[config.mk]
export PLATFORM = sky130hd
export DESIGN_NAME = sqrt_arbiter_flat
export DESIGN_NICKNAME = d
export VERILOG_FILES = /design/src/rtl/sqrt_arbiter_if.sv /design/src/rtl/sqrt_arbiter.sv /design/src/flat_wrapper.sv
export SDC_FILE = /design/constraint.sdc
export NUM_CORES = 1
export LEC_CHECK = 0
export ABC_AREA = 1
export CAP_MARGIN = 20
export CORE_ASPECT_RATIO = 0.8
export CORE_UTILIZATION = 31
export DETAILED_ROUTE_END_ITERATION = 12
export HOLD_SLACK_MARGIN = 0.06
export SLEW_MARGIN = 20
export SYNTH_ARGS = -nofsm -noshare
export SYNTH_HDL_FRONTEND = slang
export SYNTH_SLANG_ARGS = --single-unit
[constraint.sdc]
create_clock -name clk -period 2.5 [get_ports clk]
set_clock_uncertainty 0.2 [all_clocks]
set_input_delay 0.75 -clock clk [delete_from_list [all_inputs] [get_ports clk]]
set_output_delay 0.75 -clock clk [all_outputs]
set_load 0.005 [all_outputs]
[src/rtl/sqrt_arbiter_if.sv]
// Handshake bundle between requesters, the sqrt arbiter and the shared sqrt core.
interface sqrt_arbiter_if #(
    parameter int N_REQ = 4
);
    logic [N_REQ-1:0]   req;
    logic [8*N_REQ-1:0] operand;
    logic [N_REQ-1:0]   gnt;
    logic [N_REQ-1:0]   rsp_valid;
    logic [3:0]         rsp_root;
    logic               rsp_err;
    logic               busy;
    logic               core_start;
    logic [7:0]         core_a;
    logic [3:0]         core_x;
    logic               core_done;
    logic               core_valid;

    modport slave (
        input  req, operand, core_x, core_done, core_valid,
        output gnt, rsp_valid, rsp_root, rsp_err, busy, core_start, core_a
    );

    modport master (
        output req, operand, core_x, core_done, core_valid,
        input  gnt, rsp_valid, rsp_root, rsp_err, busy, core_start, core_a
    );
endinterface

[src/rtl/sqrt_arbiter.sv]
// Round-robin arbiter sharing one sqrt core among N_REQ requesters.
// Latency: req->start 1 cycle, done->rsp_valid 1 cycle; requesters hold req until their rsp_valid pulse.
module sqrt_arbiter #(
    parameter int N_REQ   = 4,
    parameter int TIMEOUT = 64
) (
    input  logic           clk,
    input  logic           reset,
    sqrt_arbiter_if.slave  bus
);
    localparam int SELW = $clog2(N_REQ);
    localparam int CNTW = $clog2(TIMEOUT);

    localparam logic [2:0] S_IDLE   = 3'd0;
    localparam logic [2:0] S_LAUNCH = 3'd1;
    localparam logic [2:0] S_WAIT   = 3'd2;
    localparam logic [2:0] S_RESP   = 3'd3;
    localparam logic [2:0] S_DRAIN  = 3'd4;

    logic [2:0]       state_q, state_d;
    logic [SELW-1:0]  sel_q, sel_d;
    logic [SELW-1:0]  last_q, last_d;
    logic [CNTW-1:0]  cnt_q, cnt_d;
    logic [N_REQ-1:0] gnt_q, gnt_d;
    logic [N_REQ-1:0] rsp_valid_q, rsp_valid_d;
    logic [3:0]       rsp_root_q, rsp_root_d;
    logic             rsp_err_q, rsp_err_d;
    logic             busy_q, busy_d;
    logic             core_start_q, core_start_d;
    logic [7:0]       core_a_q, core_a_d;

    logic [7:0]       op_arr [N_REQ];
    logic [SELW-1:0]  cand_idx;
    logic [SELW-1:0]  pick_idx;
    logic             pick_vld;
    logic             cnt_last;

    for (genvar g = 0; g < N_REQ; g++) begin : g_op
        assign op_arr[g] = bus.operand[8*g+7 : 8*g];
    end

    // Search upward from the slot after the last served requester, wrapping.
    always_comb begin
        pick_vld = 1'b0;
        pick_idx = '0;
        cand_idx = '0;
        for (int k = 1; k <= N_REQ; k++) begin
            cand_idx = SELW'((int'(last_q) + k) % N_REQ);
            if (!pick_vld && bus.req[cand_idx]) begin
                pick_vld = 1'b1;
                pick_idx = cand_idx;
            end
        end
    end

    assign cnt_last = (cnt_q == CNTW'(TIMEOUT - 1));

    always_comb begin
        state_d      = state_q;
        sel_d        = sel_q;
        last_d       = last_q;
        cnt_d        = cnt_q;
        gnt_d        = gnt_q;
        rsp_valid_d  = '0;
        rsp_root_d   = rsp_root_q;
        rsp_err_d    = rsp_err_q;
        busy_d       = busy_q;
        core_start_d = 1'b0;
        core_a_d     = core_a_q;
        case (state_q)
            S_IDLE: begin
                if (pick_vld) begin
                    sel_d           = pick_idx;
                    core_a_d        = op_arr[pick_idx];
                    gnt_d           = '0;
                    gnt_d[pick_idx] = 1'b1;
                    core_start_d    = 1'b1;
                    busy_d          = 1'b1;
                    cnt_d           = '0;
                    state_d         = S_LAUNCH;
                end
            end
            S_LAUNCH: state_d = S_WAIT;
            S_WAIT: begin
                if (bus.core_done) begin
                    rsp_root_d         = bus.core_x;
                    rsp_err_d          = ~bus.core_valid;
                    rsp_valid_d[sel_q] = 1'b1;
                    state_d            = S_RESP;
                end else if (cnt_last) begin
                    rsp_root_d = '0;
                    rsp_err_d  = 1'b1;
                    cnt_d      = '0;
                    state_d    = S_DRAIN;
                end else begin
                    cnt_d = cnt_q + 1'b1;
                end
            end
            // A late done is swallowed here so it cannot be credited to the next requester.
            S_DRAIN: begin
                if (bus.core_done || cnt_last) begin
                    rsp_valid_d[sel_q] = 1'b1;
                    state_d            = S_RESP;
                end else begin
                    cnt_d = cnt_q + 1'b1;
                end
            end
            S_RESP: begin
                gnt_d   = '0;
                busy_d  = 1'b0;
                last_d  = sel_q;
                state_d = S_IDLE;
            end
            default: state_d = S_IDLE;
        endcase
    end

    always_ff @(posedge clk or posedge reset) begin
        if (reset) begin
            state_q      <= S_IDLE;
            sel_q        <= '0;
            last_q       <= SELW'(N_REQ - 1);
            cnt_q        <= '0;
            gnt_q        <= '0;
            rsp_valid_q  <= '0;
            rsp_root_q   <= '0;
            rsp_err_q    <= 1'b0;
            busy_q       <= 1'b0;
            core_start_q <= 1'b0;
            core_a_q     <= '0;
        end else begin
            state_q      <= state_d;
            sel_q        <= sel_d;
            last_q       <= last_d;
            cnt_q        <= cnt_d;
            gnt_q        <= gnt_d;
            rsp_valid_q  <= rsp_valid_d;
            rsp_root_q   <= rsp_root_d;
            rsp_err_q    <= rsp_err_d;
            busy_q       <= busy_d;
            core_start_q <= core_start_d;
            core_a_q     <= core_a_d;
        end
    end

    assign bus.gnt        = gnt_q;
    assign bus.rsp_valid  = rsp_valid_q;
    assign bus.rsp_root   = rsp_root_q;
    assign bus.rsp_err    = rsp_err_q;
    assign bus.busy       = busy_q;
    assign bus.core_start = core_start_q;
    assign bus.core_a     = core_a_q;
endmodule

[src/flat_wrapper.sv]
// flat-port wrapper written by rule: the top's interface ports become plain ports
module sqrt_arbiter_flat 
#(
    parameter int N_REQ   = 4,
    parameter int TIMEOUT = 64
)
  (clk, reset, bus_req, bus_operand, bus_core_x, bus_core_done, bus_core_valid, bus_gnt, bus_rsp_valid, bus_rsp_root, bus_rsp_err, bus_busy, bus_core_start, bus_core_a);
  sqrt_arbiter_if #(.N_REQ(N_REQ)) bus_i ();
  input  logic clk;
  input  logic reset;
  input wire logic [$bits(bus_i.req)-1:0] bus_req;
  input wire logic [$bits(bus_i.operand)-1:0] bus_operand;
  input wire logic [$bits(bus_i.core_x)-1:0] bus_core_x;
  input wire logic [$bits(bus_i.core_done)-1:0] bus_core_done;
  input wire logic [$bits(bus_i.core_valid)-1:0] bus_core_valid;
  output wire logic [$bits(bus_i.gnt)-1:0] bus_gnt;
  output wire logic [$bits(bus_i.rsp_valid)-1:0] bus_rsp_valid;
  output wire logic [$bits(bus_i.rsp_root)-1:0] bus_rsp_root;
  output wire logic [$bits(bus_i.rsp_err)-1:0] bus_rsp_err;
  output wire logic [$bits(bus_i.busy)-1:0] bus_busy;
  output wire logic [$bits(bus_i.core_start)-1:0] bus_core_start;
  output wire logic [$bits(bus_i.core_a)-1:0] bus_core_a;
  assign bus_i.req = bus_req;
  assign bus_i.operand = bus_operand;
  assign bus_i.core_x = bus_core_x;
  assign bus_i.core_done = bus_core_done;
  assign bus_i.core_valid = bus_core_valid;
  assign bus_gnt = bus_i.gnt;
  assign bus_rsp_valid = bus_i.rsp_valid;
  assign bus_rsp_root = bus_i.rsp_root;
  assign bus_rsp_err = bus_i.rsp_err;
  assign bus_busy = bus_i.busy;
  assign bus_core_start = bus_i.core_start;
  assign bus_core_a = bus_i.core_a;
  sqrt_arbiter #(.N_REQ(N_REQ), .TIMEOUT(TIMEOUT)) u_core (.clk(clk), .reset(reset), .bus(bus_i));
endmodule
# Word-level counts from Yosys, hierarchy flattened

Index checks and enable logic that the tools add are counted.

Word-level logic and storage cells: 101
Register bits after elaboration: 36
Input port bits: 44
Output and inout bits: 23

Equal/unequal tests: 10
Bitwise logic cells: 2
Add/sub/neg operators: 5
Reductions and logical operators: 18
Muxes and demuxes: 46
Magnitude comparators: 9

Operators by type and width:

| operator            | count |
|---|---|
| $mux 6              | 4 |
| $mux 4              | 5 |
| $lt 2x3->1 const B  | 6 |
| $pmux 6 s3          | 1 |
| $bmux 8 s2          | 1 |
| $mux 8              | 2 |
| $pmux 4 s2          | 2 |
| $mux 1              | 15 |
| $mux 3              | 4 |
| $pmux 3 s4          | 1 |
| $bmux 1 s2          | 4 |
| $mux 2              | 4 |
| $add 6x1->6 const B | 1 |
| $eq 3x2->1 const B  | 2 |
| $eq 6x6->1 const B  | 1 |
| $reduce_and 2->1    | 3 |
| $logic_and 1x1->1   | 5 |
| $add 2x1->2 const B | 2 |
| $add 2x2->2 const B | 2 |
| $demux 1 s2         | 2 |
| $ge 2x1->1 const B  | 2 |
| $ne 2x1->1 const B  | 2 |
| $ne 2x2->1 const B  | 2 |
| $reduce_and 4->1    | 1 |
| 13 further kinds    | 16 |

# Longest topological paths before layout

Depth in word-level cells: 19
Mapped depth: 18
Gate-level depth less buffers: 16

# Least setup slack after synthesis

OpenSTA, ideal clock, no wires.

Path type: input-to-reg
Start point: in bus_req[3]
End point: reg u_core.core_a_q[7], in the netlist u_core.bus.core_a[7]
Library setup time: 0.116 ns
Arrival time: 1.793 ns
Setup slack: 0.391 ns
Buffers on the path: 1
Stages on the path: 15
Cells stage by stage: nand2_1 > nand2_1 > nand2_1 > nand2_1 > nor2_4 > nand3_2 > nand2_4 > nand2_4 > buf_6 > nand2_1 > nand2_1 > nand2_1 > nand2_1 > nand2_1 > nand2_1

Word-level cells in the longest chain between the ends: 16
Elaborated cells on any way between the ends: 27
Classes of those cells: mux (19); bitwise (1); reduce/logical (7)

RTL lines:

| item                                       | line                | text |
|---|---|---|
| start, declared                            | flat_wrapper.sv:11  | `input wire logic [$bits(bus_i.req)-1:0] bus_req;` |
| $bmux 1 s2                                 | sqrt_arbiter.sv:49  | `if (!pick_vld && bus.req[cand_idx]) begin` |
| $mux 1 (not written as such)               | sqrt_arbiter.sv:49  |  |
| $mux 1                                     | sqrt_arbiter.sv:49  |  |
| $logic_not 1->1                            | sqrt_arbiter.sv:49  |  |
| $logic_and 1x1->1                          | sqrt_arbiter.sv:49  |  |
| $mux 1                                     | sqrt_arbiter.sv:49  |  |
| $logic_not 1->1                            | sqrt_arbiter.sv:49  |  |
| $logic_and 1x1->1                          | sqrt_arbiter.sv:49  |  |
| $mux 1                                     | sqrt_arbiter.sv:49  |  |
| $logic_not 1->1                            | sqrt_arbiter.sv:49  |  |
| $logic_and 1x1->1                          | sqrt_arbiter.sv:49  |  |
| $mux 2                                     | sqrt_arbiter.sv:49  |  |
| $not 2->3 (not written as such)            | sqrt_arbiter.sv:74  | `core_a_d = op_arr[pick_idx];` |
| $bmux 8 s2                                 | sqrt_arbiter.sv:74  |  |
| $mux 8 (not written as such) (2 in series) | sqrt_arbiter.sv:74  |  |
| end signal, assigned                       | sqrt_arbiter.sv:142 | `core_a_q <= core_a_d;` |
| end, declared                              | sqrt_arbiter.sv:30  | `logic [7:0] core_a_q, core_a_d;` |

Parallel ways exist; a longest one is shown, timed or not. The select of a mux whose other input is x is not followed.
A chain may end at the register's enable or synchronous reset.

# Worst setup path after layout

Start point: reg u_core.last_q[1]
End point: reg u_core.core_a_q[2], in the netlist u_core.bus.core_a[2]

Word-level cells in the longest chain between the ends: 17
Elaborated cells on any way between the ends: 31
Classes of those cells: add/sub (4); mux (19); bitwise (1); reduce/logical (7)

RTL lines:

| item                                       | line                | text |
|---|---|---|
| start, declared                            | sqrt_arbiter.sv:22  | `logic [SELW-1:0] last_q, last_d;` |
| start signal, assigned                     | sqrt_arbiter.sv:122 | `last_q <= SELW'(N_REQ - 1);` |
| start signal, assigned                     | sqrt_arbiter.sv:134 | `last_q <= last_d;` |
| $add 2x1->2                                | sqrt_arbiter.sv:48  | `cand_idx = SELW'((int'(last_q) + k) % N_REQ);` |
| $bmux 1 s2                                 | sqrt_arbiter.sv:49  |  |
| $mux 1 (not written as such)               | sqrt_arbiter.sv:49  |  |
| $mux 1                                     | sqrt_arbiter.sv:49  |  |
| $logic_not 1->1                            | sqrt_arbiter.sv:49  |  |
| $logic_and 1x1->1                          | sqrt_arbiter.sv:49  |  |
| $mux 1                                     | sqrt_arbiter.sv:49  |  |
| $logic_not 1->1                            | sqrt_arbiter.sv:49  |  |
| $logic_and 1x1->1                          | sqrt_arbiter.sv:49  |  |
| $mux 1                                     | sqrt_arbiter.sv:49  |  |
| $logic_not 1->1                            | sqrt_arbiter.sv:49  |  |
| $logic_and 1x1->1                          | sqrt_arbiter.sv:49  |  |
| $mux 2                                     | sqrt_arbiter.sv:49  |  |
| $not 2->3 (not written as such)            | sqrt_arbiter.sv:74  |  |
| $bmux 8 s2                                 | sqrt_arbiter.sv:74  |  |
| $mux 8 (not written as such) (2 in series) | sqrt_arbiter.sv:74  |  |

Parallel ways exist; a longest one is shown, timed or not. The select of a mux whose other input is x is not followed.

==> metrics.cfg <==
[route]
drtPass1Iterations=4
detail_route.wl_per_cell_um=12.45
via_per_inst=4.631
vias=2186
drt-total-wl_um=5875
drt_first_iter_violations=190
ant_nets=0
drc=0

[sta]
slew_violations=0
setup_slack_ns=0.2378
fmax_mhz=442.0
tns_ns=0
rsz0062_at_grt=no
setup_viol=0
post-route-min-period_ns=2.262
timing_hold_violations_final=0
holdWs_ns=0.2825
relSlewSlack=0.7242
period_share=0.9049
worst_pin_slew_ns=0.4105

[cells_and_area]
layoutNonFillerInstCount=472
num_antenna_cells=0
drive_gt1_frac=0.1443
stdcell_area_um2=3246
fin_util=0.4939
area_growth_pct=49.51
layout.nets=432

[logic_synthesis]
syn_area_per_cell_um2=7.212
seq_area_frac_synth=0.4161
syn_inst=301
synth_fp_nets=346
yosysWarnings=0
netlist_area_um2=2171
synth.distinct_cells=36
yosys_register_bits=36

[power]
p_switching_mw=1.922
power.leakage_nw=1.637
total_power_mw=4.154
p_seq_frac=0.232
ir_worst_vdd_uv=669.7
p_per_area_nw_per_um2=1280
netSwitchingFraction=0.4628
pwr-share-comb=0.669
p_int_mw=2.232
clockPowerShare=0.099

[grt]
gr-total-overflow=0
first_global_vias=1920
grt_max_degree=37
grt_pass1_wl_um=9384
grt_use_total=0.1621
antenna_found_initial=0

[place]
dp_hpwl_um=4215
gp_congestion=0.7965
io_buffers=66
placed_area_um2=3055
dp_slack_ns=-0.2457
place_inst=461

[clock_tree]
holdBufCountCts=0
cts.sinks=36
cts_tree=done
path_clk_slew_ns=0.08
root_buffer=clkbuf_8
insertion_delay_ns=0.29
cts_buffer_depth=2
cts_buffers=5
cts-htree-levels=2

[critical_path]
crit_chain=inv_2 > nand2_1 > nand2_1 > nand2_1 > nand2_2 > nand2_2 > nand2_4 > nor2_4 > nand2_8 > clkbuf_16 > nand3_1 > nand2_1 > nand2_1 > nand2_1 > nand2_1 > nand2_1
crit_slowest_cell=dfstp_2
cp.buffers_inverters=2
crit_top_cell=nand2_1
cp_slowest_stage_delay_ns=0.61
cp-end-kind=flop
worstPathArrival_ns=2.25
path_max_fanout=8
setup.worst_path.class=flop to flop
critPathLaunchType=flop
cp_top_family=simple AND/OR/NAND/NOR gates
required_ns=2.48

[flow_run]
cap_viol_max_count=0

[floorplanning]
io_pins=67
core_um2=6571
die_y_um=76.85
dieArea_um2=7343
die_width_um=95.56
start_util=0.3304
rows=26

[run_status]
status=complete, no violations

[worst_hold_path]
min_path_type=flop to flop

registers in the layout, indices dropped and copies added (netlist names), 2 cells and up:
| name | count |
|---|---|
| u_core.bus.core_a | 8 |
| u_core.bus.gnt | 4 |
| u_core.bus.rsp_root | 4 |
| u_core.bus.rsp_valid | 4 |
| u_core.cnt_q | 6 |
| u_core.last_q | 2 |
| u_core.sel_q | 2 |
| u_core.state_q | 3 |
power by group through the flow:
stage               clock network [mW]  registers [mW]  logic [mW]
finish                           0.413           0.962        2.78
floorplan                            0           0.938        1.66
CTS                              0.430           0.960        2.58
global route                     0.453           0.996        3.10
detailed placement                   0           0.966        2.56
global placement                     0           0.970        2.55
synth_stat cells, drive strengths merged:
cell    instances  area [um2]
xor2            2       17.52
a31oi           3       18.77
nand3          29       150.1
o211ai          1       7.510
nor3            9       45.04
or2             1       6.260
o21a            1       7.510
nor2           10       52.55
dfstp           2       52.55
ha              1       12.51
xnor2           1       8.760
buf             8       66.31
dfrtp          34       850.8
and3            1       6.260
a211oi          1       7.510
nand2         141       574.3
clkbuf          1       7.510
nand4           2       12.51
o32ai           1       8.760
o21ai          15       75.07
o21bai          1       7.510
inv            26       102.6
nor4            2       12.51
o31ai           1       7.510
a21o            1       7.510
a21oi           2       10.01
a22o            4       35.03
cell usage in the layout (no fill, tap or decap), drive strengths merged, types with 4 or more instances in the layout:
cell	instances
nand2	142
clkbuf	6
buf	20
a22o	4
o21ai	15
dfrtp	34
clkdlybuf4s50	62
dlymetal6s2s	4
inv	26
nand3	29
nor3	9
nor2	10
cell families (layout without fill, tap and decap cells):
family / after synthesis / count (layout) / synth area share
buffers and inverters: 35 / 121 / 0.08127
flip-flops: 36 / 36 / 0.4161
AND/OR/NAND/NOR: 195 / 196 / 0.3960
adder cells (fa/ha/maj): 1 / 1 / 0.005763
AO/OA/AOI/OAI: 31 / 31 / 0.08877
XOR/XNOR: 3 / 3 / 0.01211
final timing paths:
path / endpoint / startpoint / depth (start not counted) / slack [ns]
setup / recovery: u_core.bus.core_a[2]$_DFFE_PP0P_ / u_core.last_q[1]$_DFFE_PP1P_ / 16 / 0.24
hold / removal: u_core.bus.core_a[3]$_DFFE_PP0P_ / u_core.bus.core_a[3]$_DFFE_PP0P_ / 2 / 0.28
setup reg to reg: u_core.bus.core_a[2]$_DFFE_PP0P_ / u_core.last_q[1]$_DFFE_PP1P_ / 16 / 0.24
hold reg to reg: u_core.bus.core_a[3]$_DFFE_PP0P_ / u_core.bus.core_a[3]$_DFFE_PP0P_ / 2 / 0.28
max in group asynchronous: u_core.last_q[0]$_DFFE_PP1P_ / reset / 3 / 1.24
min in group asynchronous: u_core.bus.rsp_valid[2]$_DFF_PP0_ / reset / 3 / 0.60
layout make-up:
| cell class | count | area, um2 |
|---|---|---|
| fillers | 627 | 3326 |
| multi-input cells | 231 | 1151 |
| flip-flops and latches | 36 | 903.4 |
| repair buffers | 87 | 895.9 |
| well taps | 84 | 105.1 |
| inverters | 26 | 102.6 |
| clock buffers | 5 | 68.82 |
| clock inverters | 3 | 18.77 |
timing repair:
item                                    in CTS  in global routing
gates resized for setup                      0                 13
endpoints found under the setup margin       0                 13
endpoints found under the hold margin        0                  0
buffers inserted                             0                  1
worst register-to-register path, cell delays in order, from the launching register on:
cell and delay, ns:
dfstp_2 0.61, inv_2 0.11, nand2_1 0.07, nand2_1 0.08
nand2_1 0.08, nand2_2 0.08, nand2_2 0.09, nand2_4 0.07
nor2_4 0.16, nand2_8 0.10, clkbuf_16 0.18, nand3_1 0.06
nand2_1 0.07, nand2_1 0.06, nand2_1 0.05, nand2_1 0.05
nand2_1 0.05
per-layer routing:
layer | vias up | wire (um) | part of all wire | global-route usage
met5 | - | 0 | 0 | 0
met4 | 0 | 14 | 0.0024 | 0.04478
met3 | 2 | 252 | 0.043 | 0.02976
met2 | 45 | 2467 | 0.42 | 0.2193
met1 | 994 | 3141 | 0.53 | 0.2565
li1 | 1145 | - | - | -
No activity file was read; power rests on OpenSTA's default activity.
